**src/rtl/fp_sched_pkg.sv**
```systemverilog
// fp_sched_pkg: shared types and constants for the fp_add_sched slice.
// Latencies are counted from ISSUE to the adder's FINISH cycle.
package fp_sched_pkg;

  typedef enum logic [2:0] {
    INIT,
    ARB,
    ISSUE,
    WAIT,
    RESP
  } fps_state_t;

  localparam int CNT_W = 3;

  localparam logic [CNT_W-1:0] LAT_NORMAL = 3'd4;
  localparam logic [CNT_W-1:0] LAT_EXC    = 3'd2;
  localparam logic [7:0]       EXP_SPECIAL = 8'hFF;

  function automatic logic is_special(input logic [31:0] f);
    return f[30:23] == EXP_SPECIAL;
  endfunction

endpackage

```
**src/rtl/fp_add_sched_rr_arbiter.sv**
```systemverilog
// rr_arbiter: one-hot grant, round-robin after last_grant by default.
// FP_ADD_SCHED_FIXED_PRIO_EN switches to lowest-index-wins.
module rr_arbiter #(
  parameter int N_REQ = 4,
  parameter int IDX_W = $clog2(N_REQ)
) (
  input  logic [N_REQ-1:0] req_valid,
`ifndef FP_ADD_SCHED_FIXED_PRIO_EN
  input  logic [IDX_W-1:0] last_grant,
`endif
  output logic [N_REQ-1:0] gnt
);

`ifdef FP_ADD_SCHED_FIXED_PRIO_EN
  always_comb begin
    gnt = '0;
    for (int i = N_REQ - 1; i >= 0; i--) begin
      if (req_valid[i]) begin
        gnt    = '0;
        gnt[i] = 1'b1;
      end
    end
  end
`else
  logic [IDX_W-1:0] idx;

  // Scan farthest offset first so the nearest one after last_grant wins.
  always_comb begin
    gnt = '0;
    idx = '0;
    for (int k = N_REQ; k >= 1; k--) begin
      idx = IDX_W'((int'(last_grant) + k) % N_REQ);
      if (req_valid[idx]) begin
        gnt      = '0;
        gnt[idx] = 1'b1;
      end
    end
  end
`endif

endmodule

```
**src/rtl/fp_add_sched.sv**
```systemverilog
// fp_add_sched: shares one fp_adder among N_REQ requesters.
// Define FP_ADD_SCHED_FIXED_PRIO_EN for fixed priority arbitration.
module fp_add_sched
  import fp_sched_pkg::*;
#(
  parameter int N_REQ = 4,
  parameter int IDX_W = $clog2(N_REQ)
) (
  input  logic               clk,
  input  logic               rst,
  input  logic [N_REQ-1:0]    req_valid,
  input  logic [N_REQ*32-1:0] req_a,
  input  logic [N_REQ*32-1:0] req_b,
  output logic [N_REQ-1:0]    req_ready,
  output logic [N_REQ-1:0]    rsp_valid,
  input  logic [N_REQ-1:0]    rsp_ready,
  output logic [31:0]         rsp_sum,
  output logic               rsp_error,
  output logic               fa_rst,
  output logic               fa_valid,
  output logic [31:0]         fa_a,
  output logic [31:0]         fa_b,
  input  logic [31:0]         fa_sum,
  input  logic               fa_error
);

  fps_state_t state_q, state_d;

  logic [IDX_W-1:0] g_q, g_d, gidx;
  logic [31:0]      a_q, a_d, b_q, b_d;
  logic [31:0]      sum_q, sum_d;
  logic [31:0]      sel_a, sel_b;
  logic             err_q, err_d;
  logic [CNT_W-1:0] cnt_q, cnt_d;
  logic [N_REQ-1:0] gnt;

`ifndef FP_ADD_SCHED_FIXED_PRIO_EN
  logic [IDX_W-1:0] last_q, last_d;
`endif

  rr_arbiter #(
    .N_REQ(N_REQ),
    .IDX_W(IDX_W)
  ) u_arb (
    .req_valid (req_valid),
`ifndef FP_ADD_SCHED_FIXED_PRIO_EN
    .last_grant(last_q),
`endif
    .gnt       (gnt)
  );

  always_comb begin
    sel_a = '0;
    sel_b = '0;
    gidx  = '0;
    for (int i = 0; i < N_REQ; i++) begin
      if (gnt[i]) begin
        sel_a = req_a[i*32 +: 32];
        sel_b = req_b[i*32 +: 32];
        gidx  = IDX_W'(i);
      end
    end
  end

  always_comb begin
    state_d = state_q;
    g_d     = g_q;
    a_d     = a_q;
    b_d     = b_q;
    sum_d   = sum_q;
    err_d   = err_q;
    cnt_d   = cnt_q;
`ifndef FP_ADD_SCHED_FIXED_PRIO_EN
    last_d  = last_q;
`endif
    unique case (state_q)
      INIT: state_d = ARB;
      ARB: begin
        if (|gnt) begin
          g_d     = gidx;
          a_d     = sel_a;
          b_d     = sel_b;
`ifndef FP_ADD_SCHED_FIXED_PRIO_EN
          last_d  = gidx;
`endif
          state_d = ISSUE;
        end
      end
      ISSUE: begin
        cnt_d   = (is_special(a_q) || is_special(b_q)) ?
                  LAT_EXC : LAT_NORMAL;
        state_d = WAIT;
      end
      // A count of 1 marks the adder's FINISH cycle.
      WAIT: begin
        cnt_d = cnt_q - CNT_W'(1);
        if (cnt_q == CNT_W'(1)) begin
          sum_d   = fa_sum;
          err_d   = fa_error;
          state_d = RESP;
        end
      end
      RESP: begin
        if (rsp_ready[g_q]) state_d = ARB;
      end
      default: state_d = INIT;
    endcase
  end

  always_ff @(posedge clk or negedge rst) begin
    if (!rst) begin
      state_q <= INIT;
      g_q     <= '0;
      a_q     <= '0;
      b_q     <= '0;
      sum_q   <= '0;
      err_q   <= 1'b0;
      cnt_q   <= '0;
`ifndef FP_ADD_SCHED_FIXED_PRIO_EN
      last_q  <= IDX_W'(N_REQ - 1);
`endif
    end else begin
      state_q <= state_d;
      g_q     <= g_d;
      a_q     <= a_d;
      b_q     <= b_d;
      sum_q   <= sum_d;
      err_q   <= err_d;
      cnt_q   <= cnt_d;
`ifndef FP_ADD_SCHED_FIXED_PRIO_EN
      last_q  <= last_d;
`endif
    end
  end

  assign fa_rst    = (state_q == INIT);
  assign fa_valid  = (state_q == ISSUE);
  assign fa_a      = a_q;
  assign fa_b      = b_q;
  assign rsp_sum   = sum_q;
  assign rsp_error = err_q;

  always_comb begin
    req_ready = (state_q == ARB) ? gnt : '0;
    rsp_valid = '0;
    for (int i = 0; i < N_REQ; i++) begin
      rsp_valid[i] = (state_q == RESP) && (g_q == IDX_W'(i));
    end
  end

endmodule

```
**config.mk**
```make
export PLATFORM = sky130hd
export DESIGN_NAME = fp_add_sched
export DESIGN_NICKNAME = d
export VERILOG_FILES = /design/src/rtl/fp_sched_pkg.sv /design/src/rtl/fp_add_sched_rr_arbiter.sv /design/src/rtl/fp_add_sched.sv
export SDC_FILE = /design/constraint.sdc
export NUM_CORES = 1
export LEC_CHECK = 0
export ABC_CLOCK_PERIOD_IN_PS = 3580
export BUFFER_PORTS_ARGS = -buffer_cell sky130_fd_sc_hd__buf_2
export CAP_MARGIN = 10
export CORE_AREA = 2 2 156 158
export DETAILED_ROUTE_END_ITERATION = 8
export DIE_AREA = 0 0 158 160
export HOLD_SLACK_MARGIN = 0.08
export PLACE_DENSITY = 0.59
export RECOVER_POWER = 100
export SYNTH_ARGS = -nofsm -noshare
export SYNTH_HDL_FRONTEND = slang
export SYNTH_HIERARCHICAL = 1
export SYNTH_SLANG_ARGS = --single-unit
```
**constraint.sdc**
```tcl
create_clock -name clk -period 3.58 [get_ports clk]
set_input_delay 0.358 -clock clk [delete_from_list [all_inputs] [get_ports clk]]
set_output_delay 0.358 -clock clk [all_outputs]
set_load 0.02 [all_outputs]
```
==> impl_metrics.json, run 1 <==
{
  "finalSetupViolCount": 0,
  "ys_warn_count": 6,
  "peakVddDrop_mv": 0.847,
  "finalSetupTns_ns": 0,
  "slew_violations": 52,
  "min_period_ns": 3.46,
  "drtPass1Iterations": 5,
  "fmax_mhz": 289,
  "dr.first_iter.drc_count": 272,
  "synth_area_um2": 6200,
  "p_clk_frac": 0.098,
  "clock-sinks": 107,
  "ys_ff_latch": 107,
  "remaining_drc_errors": 0,
  "criticalPathCategory": "reg -> out",
  "wirelength_um": 23400,
  "grt_pass1_vias": 6642,
  "antenna_found_initial": 1,
  "fillCellCount": 2532,
  "synth_cells": 619,
  "worstSkewPairLatency_ns": 0.35,
  "ios": 406,
  "max_slew_margin": -0.211,
  "hold_buffers": 0,
  "layout.nets": 1308,
  "drtAntennaViolNets": 0,
  "core_um2": 23800,
  "vias": 6571,
  "grt_pass1_wl_um": 34800,
  "drive_above_1_share": 0.438,
  "start_kind": "flop",
  "p_int_mw": 5.44,
  "cp.arrival_ns": 3.10,
  "port_buffers": 405,
  "grt_max_degree": 62,
  "cts_max_path_buffers": 2,
  "crit_path_end_kind": "output port",
  "syn_to_final_growth_pct": 41.9,
  "dp_hpwl_um": 17600,
  "maxCapViolations": 1,
  "fin_ws_ns": 0.119,
  "syn-num-nets": 926,
  "finalCritPeriodShare": 0.967,
  "status": "finished, violations left",
  "htreeDepth": 3,
  "rsz0062_at_grt": "false",
  "numCtsBuffers": 9,
  "total_leakage_power_nw": 3.92,
  "num_antenna_cells": 0,
  "comb_power_share": 0.697,
  "avgSynthCellArea_um2": 10.0,
  "critical_path_required_ns": 3.22,
  "hold_violations": 0,
  "clk_pin_slew_ns": 0.09,
  "synthFlopType": "dfrtp_1",
  "viasPerCell": 4.94,
  "yosysUniqueCellTypes": 47,
  "grt-ovfl-total": 0,
  "gp_congestion": 0.798,
  "cts_tree": "built",
  "violations": "max-capacitance violations, max-slew violations",
  "die_area_um2": 25300,
  "post-place-ws_ns": -0.0678,
  "worst_pin_slew_ns": 1.82,
  "pwr-share-seq": 0.205,
  "skew_ns": 0.0156,
  "drt-wirelength-per-cell_um": 17.6,
  "start_util": 0.260,
  "worstHoldPathType": "in -> reg",
  "crit_path_max_fanout": 21,
  "seq_area_frac_synth": 0.432,
  "grt_usage": 0.176,
  "row_count": 57,
  "dieWidth_um": 158,
  "whs_ns": 0.236,
  "power.density_nw_per_um2": 1260,
  "root_buffer": "clkbuf_16",
  "synth_edf_count": 0,
  "die_y_um": 160,
  "synth-async-reset-ratio": 1.00,
  "switchingPower_mw": 5.66,
  "switching_share": 0.510
}
synth_stat cells (2+ instances only):
cell	count	share of area
dfrtp_1	105	0.42
a21oi_1	100	0.081
o21ai_0	68	0.055
a221o_1	64	0.10
nor2_1	55	0.033
mux2_2	33	0.060
a21oi_2	30	0.042
buf_2	23	0.019
nor2_2	21	0.021
clkbuf_1	16	0.0097
nand2_1	12	0.0073
buf_6	11	0.020
ha_1	8	0.016
buf_4	5	0.0061
inv_1	5	0.0030
mux4_2	5	0.018
o22ai_1	5	0.0050
and2_1	4	0.0040
mux2i_1	4	0.0065
nand4_1	4	0.0040
a21o_1	3	0.0036
a31oi_1	3	0.0030
nand3b_1	3	0.0036
nor2b_1	3	0.0030
nor3_1	3	0.0024
nor3b_1	3	0.0036
dfstp_2	2	0.0085
or2b_2	2	0.0028
worst paths after layout:
check / startpoint / to / slack [ns] / depth (start not counted)
worst max-delay path: last_q[1] / req_ready[3] / 0.12 / 9
worst min-delay path: fa_sum[26] / rsp_sum[26] / 0.24 / 2
worst max register to register: last_q[1] / fa_b[14] / 0.14 / 10
worst min register to register: rsp_sum[21] / rsp_sum[21] / 0.51 / 1
max in group asynchronous: rst / fa_b[30] / 1.20 / 2
min in group asynchronous: rst / rsp_sum[5] / 0.34 / 1
area by class of cell:
type / instances / area, um^2 / share of cell area
Multi-Input combinational cell: 449 / 3210 / 0.365
Sequential cell: 107 / 2680 / 0.304
Timing Repair Buffer: 427 / 2160 / 0.245
Tap cell: 324 / 405 / 0.0461
Clock buffer: 9 / 225 / 0.0256
Clock inverter: 7 / 95.1 / 0.0108
Inverter: 7 / 26.3 / 0.00299
kinds of logic after synthesis:
kind of cell,Yosys count,synth area share
flip-flops,107,0.432
adder cells (fa/ha/maj),8,0.0161
AND/OR/NAND/NOR,120,0.104
multiplexers,42,0.0845
buffers and inverters,63,0.0591
AO/OA/AOI/OAI,279,0.304
layer usage:
layer | track usage | up-vias | share of wire
met5 | 0 | - | 0
met4 | 0.0610 | 0 | 0.026
met3 | 0.0396 | 37 | 0.078
met2 | 0.316 | 329 | 0.50
met1 | 0.204 | 3123 | 0.39
li1 | - | 3082 | -
per-stage QoR:
step	cell area [um^2]	total power, mW	util	instances
after global placement	8590	10.0	0.361	1310
after floorplan	6200	7.77	-	619
after detailed placement	8590	10.1	0.361	1310
final	8800	11.1	0.370	1330
after CTS	8940	11.3	0.375	1328
after global routing	8800	12.0	0.370	1330
state kept, by name, indices dropped and copies added, names as in the netlist:
signal and count:
last_q 2, state_q 3, g_q 2, fa_b 32
fa_a 32, rsp_sum 32, cnt_q 3, rsp_error 1
repair_timing:
action,CTS,global route
resized for setup,3,6
setup buffers,2,2
pin swaps,1,0
endpoints found under the setup margin,3,66
critical path: stages (launching register included):
cell	delay, ns
dfstp_2	0.58
inv_1	0.07
ha_2	0.40
mux4_2	0.60
nor2b_4	0.15
nand2_1	0.09
a31oi_4	0.29
buf_8	0.24
and2_1	0.15
clkbuf_2	0.16
cell usage in the layout, fill, tap and decap left out, drive strengths merged, types with 4 or more instances in the layout:
master	instances
mux4	5
buf	319
a21oi	130
dfrtp	105
o22ai	6
clkinv	4
nand2	12
nand4	4
inv	9
clkbuf	117
o21ai	68
nor2	76
a221o	64
mux2	33
nor3b	4
mux2i	4
and2	4
nor2b	4
ha	8
power by group through the flow:
stage	Clock (mW)	Sequential, mW	Combinational, mW
final	1.09	2.28	7.73
after global routing	1.17	2.36	8.48
after CTS	1.13	2.28	7.91
after detailed placement	0	2.30	7.81
after global placement	0	2.29	7.73
after floorplan	0	2.90	4.87
Note: power is estimated with default switching activity, not from simulation.
==> run 2: changes to the inputs <==
==> constraint.sdc (replaced) <==
create_clock -name clk -period 3.58 [get_ports clk]
set_input_delay 0.358 -clock clk [delete_from_list [all_inputs] [get_ports clk]]
set_output_delay 0.358 -clock clk [all_outputs]
set_load 0.01 [all_outputs]
==> run 2 against run 1 <==
Cell area up 0.57%. Count of clock-buffer cells in the layout unchanged. Register-to-register slack better by 0.04 ns. Die area unchanged. Routed wire length down 0.21%. Clock power about the same. Sequential share of layout area down 0.17 points. Critical path depth unchanged. Sequential power about the same. Setup slack better by 0.033 ns. The flow still finishes with violations (max-capacitance violations, max-slew violations). Non-clock buffer count down 1.
==> impl_metrics.json, run 2 (synthesized netlist as in run 1, its figures left out) <==
{
  "wirelength_um": 23400,
  "status": "finished, violations left",
  "max_slew_margin": -0.209,
  "finalSetupViolCount": 0,
  "num_antenna_cells": 0,
  "ios": 406,
  "start_util": 0.260,
  "dieWidth_um": 158,
  "pwr-share-seq": 0.212,
  "die_y_um": 160,
  "drive_above_1_share": 0.446,
  "htreeDepth": 3,
  "whs_ns": 0.236,
  "p_clk_frac": 0.101,
  "met1_length_um": 9280,
  "total_power_mw": 10.8,
  "numCtsBuffers": 9,
  "clock-sinks": 107,
  "root_buffer": "clkbuf_16",
  "maxCapViolations": 2,
  "skew_ns": 0.0150,
  "grt_usage": 0.176,
  "crit_path_max_fanout": 19,
  "port_buffers": 405,
  "switchingPower_mw": 5.25,
  "viasPerCell": 4.95,
  "hold_buffers": 0,
  "grt-ovfl-total": 0,
  "worst_pin_slew_ns": 1.81,
  "fin_ws_ns": 0.151,
  "peakVddDrop_mv": 0.712,
  "syn_to_final_growth_pct": 42.8,
  "worstSkewPairLatency_ns": 0.35,
  "cts_tree": "built",
  "wl_met3_um": 1810,
  "gp_congestion": 0.798,
  "drtPass1Iterations": 4,
  "clk_pin_slew_ns": 0.09,
  "total_leakage_power_nw": 3.93,
  "slew_violations": 95,
  "row_count": 57,
  "fin_util": 0.372,
  "criticalPathCategory": "reg -> out",
  "start_kind": "flop",
  "post-place-ws_ns": -0.0678,
  "rsz0062_at_grt": "false",
  "finalCritPeriodShare": 0.958,
  "dp_hpwl_um": 17600,
  "vias": 6572,
  "switching_share": 0.488,
  "top_layer": "met4",
  "crit_path_end_kind": "output port",
  "die_area_um2": 25300,
  "fmax_mhz": 292,
  "min_period_ns": 3.43,
  "grt_pass1_wl_um": 34700,
  "hold_violations": 0,
  "cts_max_path_buffers": 2,
  "met2_length_um": 11700,
  "mostFrequentLayoutCells": "301 x buf_2, 105 x dfrtp_1, 104 x clkbuf_1, 100 x a21oi_1, 68 x o21ai_0",
  "dr.first_iter.drc_count": 280,
  "critical_path_required_ns": 3.22,
  "layout.nets": 1307,
  "grt_pass1_vias": 6641,
  "p_int_mw": 5.52,
  "grt_max_degree": 62,
  "core_um2": 23800,
  "violations": "max-capacitance violations, max-slew violations",
  "comb_power_share": 0.687,
  "cp.arrival_ns": 3.07,
  "drt-wirelength-per-cell_um": 17.6,
  "drtAntennaViolNets": 0,
  "layout_commonest_cell": "buf_2",
  "power.density_nw_per_um2": 1220,
  "remaining_drc_errors": 0,
  "antenna_found_initial": 0,
  "worstHoldPathType": "in -> reg"
}
run 2: path summary, 6_finish.rpt:
kind	depth (start not counted)	slack (ns)	end	from
setup / recovery	9	0.15	req_ready[2]	last_q[1]
hold / removal	2	0.24	rsp_sum[26]	fa_sum[26]
setup reg to reg	11	0.18	fa_b[14]	last_q[1]
hold reg to reg	1	0.51	rsp_sum[21]	rsp_sum[21]
max in group asynchronous	2	1.18	fa_a[2]	rst
min in group asynchronous	1	0.34	rsp_sum[5]	rst
run 2: critical path: stages, from the launching register on:
cell,delay [ns]
dfstp_2,0.58
inv_1,0.07
ha_2,0.40
mux4_2,0.60
nor2b_4,0.15
nand2_1,0.10
a31oi_4,0.30
buf_8,0.23
and2_1,0.14
buf_2,0.12
run 2: per-stage QoR:
stage / setup TNS [ns] / instances / instance area [um^2]
2_1_floorplan: 0 / 619 / 6200
3_5_place_dp: -0.0678 / 1310 / 8590
4_1_cts: 0 / 1326 / 8920
6_report: 0 / 1329 / 8850
3_3_place_gp: 0 / 1310 / 8590
5_1_grt: 0 / 1329 / 8850
run 2: final cells by class:
class	instances	area, um^2
Timing Repair Buffer	426	2180
Multi-Input combinational cell	449	3240
Clock buffer	9	225
Inverter	7	26.3
Sequential cell	107	2680
Fill cell	2529	15000
Clock inverter	7	95.1
Tap cell	324	405
run 2: power by group through the flow:
| stage | clock network (mW) | registers, mW | logic (mW) |
|---|---|---|---|
| 4_1_cts | 1.13 | 2.28 | 7.42 |
| 5_1_grt | 1.17 | 2.36 | 8.15 |
| 3_3_place_gp | 0 | 2.29 | 7.29 |
| 3_5_place_dp | 0 | 2.30 | 7.36 |
| 6_report | 1.09 | 2.28 | 7.40 |
| 2_1_floorplan | 0 | 2.49 | 4.85 |
run 2: per-layer routing:
layer	GRT usage	vias up
met5	0	-
met2	0.314	337
met1	0.205	3119
met3	0.0396	37
met4	0.0606	0
li1	-	3079
run 2: what timing repair did:
item                       in CTS  in global routing
buffers inserted                0                  3
setup endpoints to repair       3                 66
resized for setup               3                 11
pin swaps                       0                  1
==> run 3: changes to the inputs <==
--- a/config.mk
+++ b/config.mk
@@ -5,14 +5,14 @@
 export SDC_FILE = /design/constraint.sdc
 export NUM_CORES = 1
 export LEC_CHECK = 0
-export ABC_CLOCK_PERIOD_IN_PS = 3580
+export ABC_CLOCK_PERIOD_IN_PS = 4200
 export BUFFER_PORTS_ARGS = -buffer_cell sky130_fd_sc_hd__buf_2
 export CAP_MARGIN = 10
-export CORE_AREA = 2 2 156 158
+export CORE_AREA = 2 2 160 162
 export DETAILED_ROUTE_END_ITERATION = 8
-export DIE_AREA = 0 0 158 160
+export DIE_AREA = 0 0 162 164
 export HOLD_SLACK_MARGIN = 0.08
-export PLACE_DENSITY = 0.59
+export PLACE_DENSITY = 0.57
 export RECOVER_POWER = 100
 export SYNTH_ARGS = -nofsm -noshare
 export SYNTH_HDL_FRONTEND = slang
==> constraint.sdc (replaced) <==
create_clock -name clk -period 4.2 [get_ports clk]
set_input_delay 0.42 -clock clk [delete_from_list [all_inputs] [get_ports clk]]
set_output_delay 0.42 -clock clk [all_outputs]
set_load 0.01 [all_outputs]
==> run 3 against run 2 <==
The flow still finishes with violations (max-capacitance violations, max-slew violations). Sequential share of layout area up 0.70 points. Hold slack improved by 0.053 ns. First-iteration DRC count is 20% higher. Routed wire length grew 0.62%. Via count fell by 1.6%. Cell count is 0.15% lower. Cell area shrank 2.2%. Count of clock-buffer cells in the layout is 1 higher. Clock power decreased by 18%. Critical path type unchanged. Register-to-register slack better by 0.24 ns. Sequential cell count is the same. Critical path depth unchanged.
==> impl_metrics.json, run 3 (synthesized netlist as in run 1, its figures left out) <==
{
  "grt_usage": 0.167,
  "grt_pass1_wl_um": 34500,
  "port_buffers": 405,
  "finalSetupTns_ns": 0,
  "violations": "max-capacitance violations, max-slew violations",
  "worstHoldPathType": "in -> reg",
  "switchingPower_mw": 4.46,
  "cp.arrival_ns": 3.50,
  "crit_path_max_fanout": 21,
  "fin_util": 0.349,
  "p_clk_frac": 0.101,
  "dieWidth_um": 162,
  "htreeDepth": 3,
  "grtUsageMet3": 0.0376,
  "fin_area_um2": 8650,
  "slew_violations": 87,
  "max_slew_margin": -1.14,
  "layout.nets": 1298,
  "vias": 6466,
  "die_area_um2": 26600,
  "gp_congestion": 0.779,
  "viasPerCell": 4.87,
  "peakVddDrop_mv": 0.765,
  "min_period_ns": 3.92,
  "comb_power_share": 0.677,
  "start_util": 0.250,
  "switching_share": 0.502,
  "status": "finished, violations left",
  "core_um2": 24800,
  "post-place-ws_ns": 0.436,
  "total_leakage_power_nw": 3.86,
  "power.density_nw_per_um2": 1030,
  "row_count": 58,
  "drtPass1Iterations": 4,
  "skew_ns": 0.0136,
  "drive_above_1_share": 0.427,
  "grt_pass1_vias": 6272,
  "root_buffer": "clkbuf_16",
  "fin_ws_ns": 0.284,
  "clk_pin_slew_ns": 0.09,
  "die_y_um": 164,
  "maxCapViolations": 2,
  "fillCellCount": 2681,
  "syn_to_final_growth_pct": 39.5,
  "cts_max_path_buffers": 2,
  "start_kind": "flop",
  "mostFrequentLayoutCells": "301 x buf_2, 109 x a21oi_1, 105 x dfrtp_1, 105 x clkbuf_1, 68 x o21ai_0",
  "worstSkewPairLatency_ns": 0.36,
  "clock-sinks": 107,
  "fmax_mhz": 255,
  "wirelength_um": 23500,
  "layout_commonest_cell": "buf_2",
  "top_usage_layer": "met2",
  "drtAntennaViolNets": 0,
  "rsz0062_at_grt": "false",
  "p_int_mw": 4.42,
  "drt-wirelength-per-cell_um": 17.7,
  "antenna_found_initial": 1,
  "place_area_um2": 8530,
  "gr-usage-met2": 0.293,
  "grt_max_degree": 68,
  "remaining_drc_errors": 0,
  "final_cells": 1327,
  "ios": 406,
  "hold_violations": 0,
  "hold_buffers": 0,
  "met1_usage": 0.206,
  "finalSetupViolCount": 0,
  "cts_tree": "built",
  "cts_setup_buffers": 0,
  "grt-ovfl-total": 0,
  "finalCritPeriodShare": 0.932,
  "numCtsBuffers": 9,
  "pwr-share-seq": 0.222,
  "placed_cells": 1310,
  "dp_hpwl_um": 17200,
  "crit_path_end_kind": "output port",
  "critical_path_required_ns": 3.78,
  "post_cts_resized": 0,
  "dr.first_iter.drc_count": 335,
  "worst_pin_slew_ns": 3.20,
  "criticalPathCategory": "reg -> out"
}
run 3: changes by cell type in the layout (fill, tap and decap cells not counted), sizes merged:
cell    previous run  this run
buf              320       310
clkbuf           115       117
bufinv             1         0
clkinv             4         3
diode              0         1
inv                9        10
run 3: routing by layer:
layer  routed length [um]  vias up  part of all wire
li1                     -     3066                 -
met1                 9940     3074              0.42
met2                11400      306              0.49
met3                 1750       20             0.074
met4                  391        0             0.017
met5                    0        -                 0
run 3: worst paths after layout:
path	startpoint	to	slack [ns]	cells past startpoint
setup / recovery	last_q[0]	req_ready[3]	0.28	9
hold / removal	fa_sum[3]	rsp_sum[3]	0.29	2
setup reg to reg	last_q[0]	fa_a[29]	0.42	11
hold reg to reg	rsp_sum[19]	rsp_sum[19]	0.51	1
max in group asynchronous	rst	fa_b[28]	1.26	1
min in group asynchronous	rst	rsp_sum[5]	1.10	1
run 3: per-stage QoR:
step | hold slack [ns] | total power, mW
after global routing | 0.261 | 9.62
after CTS | 0.132 | 9.17
after floorplan | 0.124 | 6.25
final | 0.289 | 8.88
after detailed placement | 0.490 | 8.23
after global placement | 0.485 | 8.14
run 3: cell type report:
type | count | area, um^2 | share of cell area
multi-input cells | 449 | 3150 | 0.365
clock buffers | 10 | 239 | 0.0276
clock inverters | 6 | 67.6 | 0.00781
diodes | 1 | 2.50 | 0.000289
flip-flops and latches | 107 | 2680 | 0.310
repair buffers | 417 | 2070 | 0.239
well taps | 330 | 413 | 0.0477
inverters | 7 | 26.3 | 0.00304
run 3: power by group through the flow:
stage	registers, mW	logic (mW)	clock network, mW
after floorplan	2.12	4.13	0
after CTS	1.96	6.27	0.944
final	1.97	6.01	0.898
after global placement	1.96	6.17	0
after detailed placement	1.98	6.25	0
after global routing	2.05	6.60	0.973
run 3: critical path, cell delays in order, from the launching register on:
cell and delay, ns:
dfstp_2 0.71, inv_1 0.13, ha_1 0.42, mux4_2 0.62, nor2b_4 0.17, nand2_1 0.10
a31oi_4 0.27, clkbuf_4 0.41, and2_1 0.17, buf_2 0.13
